--- src/rtl/rv32i_pkg.sv ---
// Shared RV32I encoding constants: opcodes, ALU classes and the jump/branch/store/load
// codes that decode, de_reg and execute all agree on.
package rv32i_pkg;

  localparam int XLEN  = 32;
  localparam int NREGS = 32;

  localparam logic [6:0] OP_LUI    = 7'b0110111;
  localparam logic [6:0] OP_AUIPC  = 7'b0010111;
  localparam logic [6:0] OP_JAL    = 7'b1101111;
  localparam logic [6:0] OP_JALR   = 7'b1100111;
  localparam logic [6:0] OP_BRANCH = 7'b1100011;
  localparam logic [6:0] OP_LOAD   = 7'b0000011;
  localparam logic [6:0] OP_STORE  = 7'b0100011;
  localparam logic [6:0] OP_IMM    = 7'b0010011;
  localparam logic [6:0] OP_REG    = 7'b0110011;

  localparam logic [1:0] ALU_CLASS_NONE  = 2'b00;
  localparam logic [1:0] ALU_CLASS_ARITH = 2'b01;
  localparam logic [1:0] ALU_CLASS_LUI   = 2'b10;
  localparam logic [1:0] ALU_CLASS_AUIPC = 2'b11;
  localparam logic [5:0] ALU_ADD         = {ALU_CLASS_ARITH, 1'b0, 3'b000};

  localparam logic [1:0] JUMP_NONE = 2'd0;
  localparam logic [1:0] JUMP_JAL  = 2'd1;
  localparam logic [1:0] JUMP_JALR = 2'd2;

  localparam logic [2:0] BRANCH_NONE = 3'd0;
  localparam logic [2:0] BRANCH_BEQ  = 3'd1;
  localparam logic [2:0] BRANCH_BNE  = 3'd2;
  localparam logic [2:0] BRANCH_BLT  = 3'd3;
  localparam logic [2:0] BRANCH_BGE  = 3'd4;
  localparam logic [2:0] BRANCH_BLTU = 3'd5;
  localparam logic [2:0] BRANCH_BGEU = 3'd6;

  localparam logic [1:0] STORE_NONE = 2'd0;
  localparam logic [1:0] STORE_SB   = 2'd1;
  localparam logic [1:0] STORE_SH   = 2'd2;
  localparam logic [1:0] STORE_SW   = 2'd3;

  localparam logic [2:0] LOAD_NONE = 3'd0;
  localparam logic [2:0] LOAD_LB   = 3'd1;
  localparam logic [2:0] LOAD_LH   = 3'd2;
  localparam logic [2:0] LOAD_LW   = 3'd3;
  localparam logic [2:0] LOAD_LBU  = 3'd4;
  localparam logic [2:0] LOAD_LHU  = 3'd5;

endpackage

--- src/rtl/decode_stage_if.sv ---
// Decoded D-stage bundle handed to de_reg. Purely combinational, no handshake:
// de_reg latches every field each cycle unless stall asks it to insert a bubble.
interface decode_stage_if #(parameter int XLEN = 32);
  logic [4:0]      rs1D;
  logic [4:0]      rs2D;
  logic [4:0]      rdD;
  logic [XLEN-1:0] source1D;
  logic [XLEN-1:0] source2D;
  logic [XLEN-1:0] immD;
  logic [5:0]      alu_codeD;
  logic            alu_srcD;
  logic [1:0]      jump_codeD;
  logic [2:0]      branch_codeD;
  logic [1:0]      mem_storeD;
  logic [2:0]      mem_loadD;
  logic            reg_writeD;
  logic            cannot_predictD;
  logic            stall;

  modport master (
    output rs1D, rs2D, rdD, source1D, source2D, immD, alu_codeD, alu_srcD,
           jump_codeD, branch_codeD, mem_storeD, mem_loadD, reg_writeD,
           cannot_predictD, stall
  );

  modport slave (
    input rs1D, rs2D, rdD, source1D, source2D, immD, alu_codeD, alu_srcD,
          jump_codeD, branch_codeD, mem_storeD, mem_loadD, reg_writeD,
          cannot_predictD, stall
  );
endinterface

--- src/rtl/regfile_2r1w.sv ---
// Integer register file: two combinational read ports with writeback bypass,
// one write port, x0 hardwired to zero, synchronous active-low clear.
module regfile_2r1w
  import rv32i_pkg::*;
#(
  parameter int W = XLEN,
  parameter int N = NREGS
) (
  input  logic                 CLK,
  input  logic                 NRST,
  input  logic                 we,
  input  logic [$clog2(N)-1:0] wa,
  input  logic [W-1:0]         wd,
  input  logic [$clog2(N)-1:0] ra1,
  input  logic [$clog2(N)-1:0] ra2,
  output logic [W-1:0]         rd1,
  output logic [W-1:0]         rd2
);
  localparam int AW = $clog2(N);

  logic [W-1:0] regs [N];
  logic         w_live;

  assign w_live = we && (wa != '0);

  // Reset outranks a concurrent write: the whole file is cleared that edge.
  always_ff @(posedge CLK) begin
    if (!NRST) begin
      for (int i = 0; i < N; i++) regs[i] <= '0;
    end else if (w_live) begin
      regs[wa] <= wd;
    end
  end

  function automatic logic [W-1:0] read_port(input logic [AW-1:0] ra);
    if (ra == '0)                 return '0;
    else if (w_live && wa == ra)  return wd;
    else                          return regs[ra];
  endfunction

  assign rd1 = read_port(ra1);
  assign rd2 = read_port(ra2);
endmodule

--- src/rtl/decode_stage.sv ---
// RV32I decode stage: instruction field extraction, immediate generation, control
// decode, register file read with W bypass, and load-use stall detection.
module decode_stage
  import rv32i_pkg::*;
(
  input  logic              CLK,
  input  logic              NRST,
  input  logic [XLEN-1:0]   instD,
  input  logic              reg_writeW,
  input  logic [4:0]        rdW,
  input  logic [XLEN-1:0]   resultW,
  input  logic [2:0]        mem_loadE,
  input  logic [4:0]        rdE,
  decode_stage_if.master    d_bus
);
  logic [6:0] opcode;
  logic [2:0] funct3;
  logic       f7b5;
  logic [4:0] rs1, rs2, rd;

  assign opcode = instD[6:0];
  assign funct3 = instD[14:12];
  assign f7b5   = instD[30];
  assign rs1    = instD[19:15];
  assign rs2    = instD[24:20];
  assign rd     = instD[11:7];

  regfile_2r1w #(.W(XLEN), .N(NREGS)) u_regfile (
    .CLK  (CLK),
    .NRST (NRST),
    .we   (reg_writeW),
    .wa   (rdW),
    .wd   (resultW),
    .ra1  (rs1),
    .ra2  (rs2),
    .rd1  (d_bus.source1D),
    .rd2  (d_bus.source2D)
  );

  logic [XLEN-1:0] imm;

  always_comb begin
    imm = '0;
    unique case (opcode)
      OP_IMM, OP_LOAD, OP_JALR: imm = {{20{instD[31]}}, instD[31:20]};
      OP_STORE:                 imm = {{20{instD[31]}}, instD[31:25], instD[11:7]};
      OP_BRANCH:                imm = {{19{instD[31]}}, instD[31], instD[7],
                                       instD[30:25], instD[11:8], 1'b0};
      OP_LUI, OP_AUIPC:         imm = {instD[31:12], 12'b0};
      OP_JAL:                   imm = {{11{instD[31]}}, instD[31], instD[19:12],
                                       instD[20], instD[30:21], 1'b0};
      default:                  imm = '0;
    endcase
  end

  logic       valid, uses_rs1, uses_rs2;
  logic [5:0] alu_code;
  logic       alu_src, reg_write, cannot_predict;
  logic [1:0] jump_code, mem_store;
  logic [2:0] branch_code, mem_load;

  always_comb begin
    valid          = 1'b0;
    uses_rs1       = 1'b0;
    uses_rs2       = 1'b0;
    alu_code       = '0;
    alu_src        = 1'b0;
    reg_write      = 1'b0;
    cannot_predict = 1'b0;
    jump_code      = JUMP_NONE;
    mem_store      = STORE_NONE;
    branch_code    = BRANCH_NONE;
    mem_load       = LOAD_NONE;
    unique case (opcode)
      OP_LUI: begin
        valid = 1'b1; alu_code = {ALU_CLASS_LUI, 4'b0}; alu_src = 1'b1; reg_write = 1'b1;
      end
      OP_AUIPC: begin
        valid = 1'b1; alu_code = {ALU_CLASS_AUIPC, 4'b0}; alu_src = 1'b1; reg_write = 1'b1;
      end
      OP_JAL: begin
        valid = 1'b1; alu_code = ALU_ADD; jump_code = JUMP_JAL; reg_write = 1'b1;
      end
      OP_JALR: begin
        valid = 1'b1; alu_code = ALU_ADD; alu_src = 1'b1; jump_code = JUMP_JALR;
        reg_write = 1'b1; cannot_predict = 1'b1; uses_rs1 = 1'b1;
      end
      OP_BRANCH: begin
        unique case (funct3)
          3'b000:  branch_code = BRANCH_BEQ;
          3'b001:  branch_code = BRANCH_BNE;
          3'b100:  branch_code = BRANCH_BLT;
          3'b101:  branch_code = BRANCH_BGE;
          3'b110:  branch_code = BRANCH_BLTU;
          3'b111:  branch_code = BRANCH_BGEU;
          default: branch_code = BRANCH_NONE;
        endcase
        valid = (branch_code != BRANCH_NONE); alu_code = ALU_ADD;
        uses_rs1 = 1'b1; uses_rs2 = 1'b1;
      end
      OP_LOAD: begin
        unique case (funct3)
          3'b000:  mem_load = LOAD_LB;
          3'b001:  mem_load = LOAD_LH;
          3'b010:  mem_load = LOAD_LW;
          3'b100:  mem_load = LOAD_LBU;
          3'b101:  mem_load = LOAD_LHU;
          default: mem_load = LOAD_NONE;
        endcase
        valid = (mem_load != LOAD_NONE); alu_code = ALU_ADD; alu_src = 1'b1;
        reg_write = 1'b1; uses_rs1 = 1'b1;
      end
      OP_STORE: begin
        unique case (funct3)
          3'b000:  mem_store = STORE_SB;
          3'b001:  mem_store = STORE_SH;
          3'b010:  mem_store = STORE_SW;
          default: mem_store = STORE_NONE;
        endcase
        valid = (mem_store != STORE_NONE); alu_code = ALU_ADD; alu_src = 1'b1;
        uses_rs1 = 1'b1; uses_rs2 = 1'b1;
      end
      OP_IMM: begin
        // Bit 30 is immediate payload for OP-IMM except when it selects SRAI.
        valid = 1'b1; alu_code = {ALU_CLASS_ARITH, (funct3 == 3'b101) && f7b5, funct3};
        alu_src = 1'b1; reg_write = 1'b1; uses_rs1 = 1'b1;
      end
      OP_REG: begin
        valid = 1'b1; alu_code = {ALU_CLASS_ARITH, f7b5, funct3}; reg_write = 1'b1;
        uses_rs1 = 1'b1; uses_rs2 = 1'b1;
      end
      default: valid = 1'b0;
    endcase
    if (!valid) begin
      uses_rs1 = 1'b0; uses_rs2 = 1'b0; alu_code = '0; alu_src = 1'b0;
      reg_write = 1'b0; cannot_predict = 1'b0; jump_code = JUMP_NONE;
      mem_store = STORE_NONE; branch_code = BRANCH_NONE; mem_load = LOAD_NONE;
    end
  end

  assign d_bus.rs1D            = rs1;
  assign d_bus.rs2D            = rs2;
  assign d_bus.rdD             = rd;
  assign d_bus.immD            = imm;
  assign d_bus.alu_codeD       = alu_code;
  assign d_bus.alu_srcD        = alu_src;
  assign d_bus.jump_codeD      = jump_code;
  assign d_bus.branch_codeD    = branch_code;
  assign d_bus.mem_storeD      = mem_store;
  assign d_bus.mem_loadD       = mem_load;
  assign d_bus.reg_writeD      = reg_write && (rd != 5'd0);
  assign d_bus.cannot_predictD = cannot_predict;

  assign d_bus.stall = (mem_loadE != LOAD_NONE) && (rdE != 5'd0) &&
                       ((uses_rs1 && rdE == rs1) || (uses_rs2 && rdE == rs2));
endmodule

--- src/flat_wrapper.sv ---
// flat-port wrapper written by rule: the top's interface ports become plain ports
module decode_stage_flat import rv32i_pkg::*;
  (CLK, NRST, instD, reg_writeW, rdW, resultW, mem_loadE, rdE, d_bus_rs1D, d_bus_rs2D, d_bus_rdD, d_bus_source1D, d_bus_source2D, d_bus_immD, d_bus_alu_codeD, d_bus_alu_srcD, d_bus_jump_codeD, d_bus_branch_codeD, d_bus_mem_storeD, d_bus_mem_loadD, d_bus_reg_writeD, d_bus_cannot_predictD, d_bus_stall);
  decode_stage_if #(.XLEN(32)) d_bus_i ();
  input  logic CLK;
  input  logic NRST;
  input  logic [XLEN-1:0] instD;
  input  logic reg_writeW;
  input  logic [4:0] rdW;
  input  logic [XLEN-1:0] resultW;
  input  logic [2:0] mem_loadE;
  input  logic [4:0] rdE;
  output wire logic [$bits(d_bus_i.rs1D)-1:0] d_bus_rs1D;
  output wire logic [$bits(d_bus_i.rs2D)-1:0] d_bus_rs2D;
  output wire logic [$bits(d_bus_i.rdD)-1:0] d_bus_rdD;
  output wire logic [$bits(d_bus_i.source1D)-1:0] d_bus_source1D;
  output wire logic [$bits(d_bus_i.source2D)-1:0] d_bus_source2D;
  output wire logic [$bits(d_bus_i.immD)-1:0] d_bus_immD;
  output wire logic [$bits(d_bus_i.alu_codeD)-1:0] d_bus_alu_codeD;
  output wire logic [$bits(d_bus_i.alu_srcD)-1:0] d_bus_alu_srcD;
  output wire logic [$bits(d_bus_i.jump_codeD)-1:0] d_bus_jump_codeD;
  output wire logic [$bits(d_bus_i.branch_codeD)-1:0] d_bus_branch_codeD;
  output wire logic [$bits(d_bus_i.mem_storeD)-1:0] d_bus_mem_storeD;
  output wire logic [$bits(d_bus_i.mem_loadD)-1:0] d_bus_mem_loadD;
  output wire logic [$bits(d_bus_i.reg_writeD)-1:0] d_bus_reg_writeD;
  output wire logic [$bits(d_bus_i.cannot_predictD)-1:0] d_bus_cannot_predictD;
  output wire logic [$bits(d_bus_i.stall)-1:0] d_bus_stall;
  assign d_bus_rs1D = d_bus_i.rs1D;
  assign d_bus_rs2D = d_bus_i.rs2D;
  assign d_bus_rdD = d_bus_i.rdD;
  assign d_bus_source1D = d_bus_i.source1D;
  assign d_bus_source2D = d_bus_i.source2D;
  assign d_bus_immD = d_bus_i.immD;
  assign d_bus_alu_codeD = d_bus_i.alu_codeD;
  assign d_bus_alu_srcD = d_bus_i.alu_srcD;
  assign d_bus_jump_codeD = d_bus_i.jump_codeD;
  assign d_bus_branch_codeD = d_bus_i.branch_codeD;
  assign d_bus_mem_storeD = d_bus_i.mem_storeD;
  assign d_bus_mem_loadD = d_bus_i.mem_loadD;
  assign d_bus_reg_writeD = d_bus_i.reg_writeD;
  assign d_bus_cannot_predictD = d_bus_i.cannot_predictD;
  assign d_bus_stall = d_bus_i.stall;
  decode_stage u_core (.CLK(CLK), .NRST(NRST), .instD(instD), .reg_writeW(reg_writeW), .rdW(rdW), .resultW(resultW), .mem_loadE(mem_loadE), .rdE(rdE), .d_bus(d_bus_i));
endmodule
--- config.mk ---
export PLATFORM = sky130hd
export DESIGN_NAME = decode_stage_flat
export DESIGN_NICKNAME = d
export VERILOG_FILES = /design/src/rtl/rv32i_pkg.sv /design/src/rtl/decode_stage_if.sv /design/src/rtl/regfile_2r1w.sv /design/src/rtl/decode_stage.sv /design/src/flat_wrapper.sv
export SDC_FILE = /design/constraint.sdc
export NUM_CORES = 2
export LEC_CHECK = 0
export BUFFER_PORTS_ARGS = -buffer_cell sky130_fd_sc_hd__buf_2
export CORE_AREA = 2 2 358 360
export DETAILED_ROUTE_END_ITERATION = 10
export DIE_AREA = 0 0 360 362
export SLEW_MARGIN = 15
export SYNTH_ARGS = -nofsm -noshare
export SYNTH_HDL_FRONTEND = slang
export SYNTH_SLANG_ARGS = --single-unit
--- constraint.sdc ---
create_clock -name CLK -period 3.8 [get_ports CLK]
set_clock_uncertainty 0.1 [all_clocks]
set_input_delay 0.38 -clock CLK [delete_from_list [all_inputs] [get_ports CLK]]
set_output_delay 0.38 -clock CLK [all_outputs]
set_load 0.03 [all_outputs]
==> impl_metrics.csv <==
group,metric,value,unit
grt,use_met1,48.8,%
sta,fin_crit,3740,ps
floorplanning,ios,211,
detailed_routing,drt_first_pass_iters,7,
synthesis,ys_ff_latch,1024,
sta,worst_slack,56.5,ps
grt,busiest_layer,"met2",
grt,met3_usage,10.3,%
synthesis,yosysWarnings,0,
critical_path,crit_required,3320,ps
grt,grt_pass1_vias,38918,
floorplanning,core,127000,um2
floorplanning,die_w,360,um
synthesis,ys_seq_area_share,54.4,%
clock_network,path_clk_slew,60,ps
synthesis,synthTopCellsByArea,"edfxtp_1 54%, mux4_2 16%, and2_1 10%",
grt,grt_pass1_wl,312,mm
detailed_routing,wl_per_cell,38.4,um
worst_hold_path,hold_depth,2,
clock_network,clockRootBuffer,"clkbuf_16",
clock_network,cts_max_level,3,
worst_hold_path,hold_path.class,"input port to flip-flop",
grt,met2_usage,49.4,%
floorplanning,initial_core_util,44.6,%
floorplanning,num_rows,131,
floorplanning,die_height,362,um
cells_and_area,final_nets,4237,
synthesis,ys_types,68,
sta,hold_viol,0,
cells_and_area,top_regs,"u_core.u_regfile.regs (1024)",
clock_network,numCtsBuffers,114,
floorplanning,die_area,130000,um2
power_and_ir_drop,total_power,28.6,mW
synthesis,yosysMostFrequentCell,"edfxtp_1",
critical_path,crit_fanout,36,
sta,min_period_over_period,98.5,%
detailed_routing,vias,40526,
sta,setup_violations,0,
placed_design,gp_congestion,0.893,
placed_design,place_inst,5703,
power_and_ir_drop,p_leak,23.3,nW
sta,worstMarginPinSlew,1290,ps
placed_design,dpl_worst_slack,83.3,ps
sta,drv_slew,0,
sta,hold_slack,174,ps
power_and_ir_drop,ir_drop,424,uV
detailed_routing,wl,228,mm
synthesis,syn_avg_cell_area,14.2,um2
detailed_routing,drt-vias-per-instance,6.82,
cells_and_area,fin_cells,5938,
sta,maxSlewHeadroom,13.6,%
detailed_routing,drcViolationCount,0,
synthesis,yosysTopAreaCell,"edfxtp_1",
detailed_routing,ant_nets,0,
cells_and_area,regMostFlops,"u_core.u_regfile.regs",
synthesis,yosys.area.top_type_share,54.4,%
synthesis,synthCells,3979,
clock_network,cts_tree,"done",
power_and_ir_drop,power.density,444,nW/um2
grt,track_usage,34.5,%
grt,antenna_found_initial,31,
grt,grt_overflow,0,
clock_network,clock_sinks,1024,
sta,rsz0062_at_grt,"false",
grt,grt_max_degree,126,
synthesis,synth_edf_count,1024,
detailed_routing,drtIter0Drc,7044,
critical_path,crit_arrival,3260,ps
synthesis,async_flop_share,0,%
placed_design,io_buffers,210,
cells_and_area,drive_above_1_share,27.6,%
job,drv_cap,0,
synthesis,yosys-top-cells-count,"1024 x edfxtp_1, 909 x and2_1, 396 x mux4_2",
clock_network,cts_buffer_depth,3,
critical_path,crit_type,"input port to output port",
cells_and_area,fillCellCount,10661,
placed_design,hpwlAfterDp,138,mm
cells_and_area,largest_reg_flops,1024,
synthesis,synth.cell_area,56600,um2
critical_path,setup.worst_path.end_class,"output port",
outcome,status,"finished, final reports clean",
critical_path,critPathLaunchType,"input port",
sta,max_freq,267,MHz
synthesis,ys.flop_type,"edfxtp_1",
cells_and_area,area_growth,14.0,%
-- worst max-delay path: stages --
cell	delay (ps)
buf_8	90
buf_12	250
buf_4	510
mux4_2	320
mux2i_1	100
o2111ai_1	260
buf_4	150
nor2_1	110
nor3_1	700
buf_2	330
-- final cells by class --
cell class / instances / area, um2 / share of cell area, %
antenna: 22 / 55.1 / 0.0854
timing repair buffer: 474 / 3760 / 5.83
sequential: 1024 / 30700 / 47.7
multi-input combinational: 2538 / 24200 / 37.5
clock inverter: 72 / 639 / 0.991
inverter: 5 / 18.8 / 0.0291
clock buffer: 141 / 3020 / 4.68
tap: 1662 / 2080 / 3.22
-- cells by family after synthesis --
group                     Yosys count  synth area share (%)
and+or+nand+nor                  1410                  14.6
AOI/OAI and AO/OA                 396                  5.06
xor gates and xnor gates           21                 0.325
buffers and inverters             448                  4.21
DFF                              1024                  54.4
muxes                             679                  21.4
other                               1               0.00663
-- repair_timing --
item                                    in CTS  in global routing
setup buffers                                0                  0
endpoints found under the setup margin       0                  2
resized for setup                            0                  2
endpoints found under the hold margin        0                  0
hold buffers                                 0                  0
-- worst paths after layout --
path	start	to
max	instD[21]	d_bus_source2D[22]
min	resultW[29]	u_core.u_regfile.regs[30][29]$_SDFFCE_PN0P_
-- layout by cell type (no fill, tap or decap), drive strengths merged, types with 23 or more instances in the layout --
| cell type | synthesis | final |
|---|---|---|
| clkbuf | 276 | 142 |
| nor2 | 105 | 105 |
| mux2i | 217 | 217 |
| edfxtp | 1024 | 1024 |
| and3 | 102 | 102 |
| clkinv | 1 | 58 |
| and2 | 909 | 909 |
| mux2 | 48 | 48 |
| nor3 | 101 | 101 |
| buf | 167 | 473 |
| a21oi | 35 | 35 |
| a221oi | 41 | 41 |
| nor2b | 23 | 23 |
| nand2 | 79 | 79 |
| o22ai | 113 | 113 |
| a22oi | 36 | 36 |
| conb | 1 | 32 |
| mux4 | 414 | 414 |
| o21ai | 52 | 52 |
-- through the flow --
step	util [%]	area, um2	setup TNS (ps)
6_report	50.9	64500	0
3_5_place_dp	48.0	60800	0
2_1_floorplan	-	56700	-29830
4_1_cts	50.8	64400	0
3_3_place_gp	48.0	60800	0
5_1_grt	50.9	64400	0
-- power breakdown --
part           internal (mW)  switching, mW
registers               13.1          0.319
clock network           6.34           4.76
logic                   1.55           2.59
total                   20.9           7.67
-- per-layer routing --
metal / vias up / routed length (um)
met5: - / 42
li1: 15683 / -
met1: 20922 / 86800
met2: 3327 / 97200
met4: 8 / 10900
met3: 586 / 33200
Power figures use the tool's default switching activity.
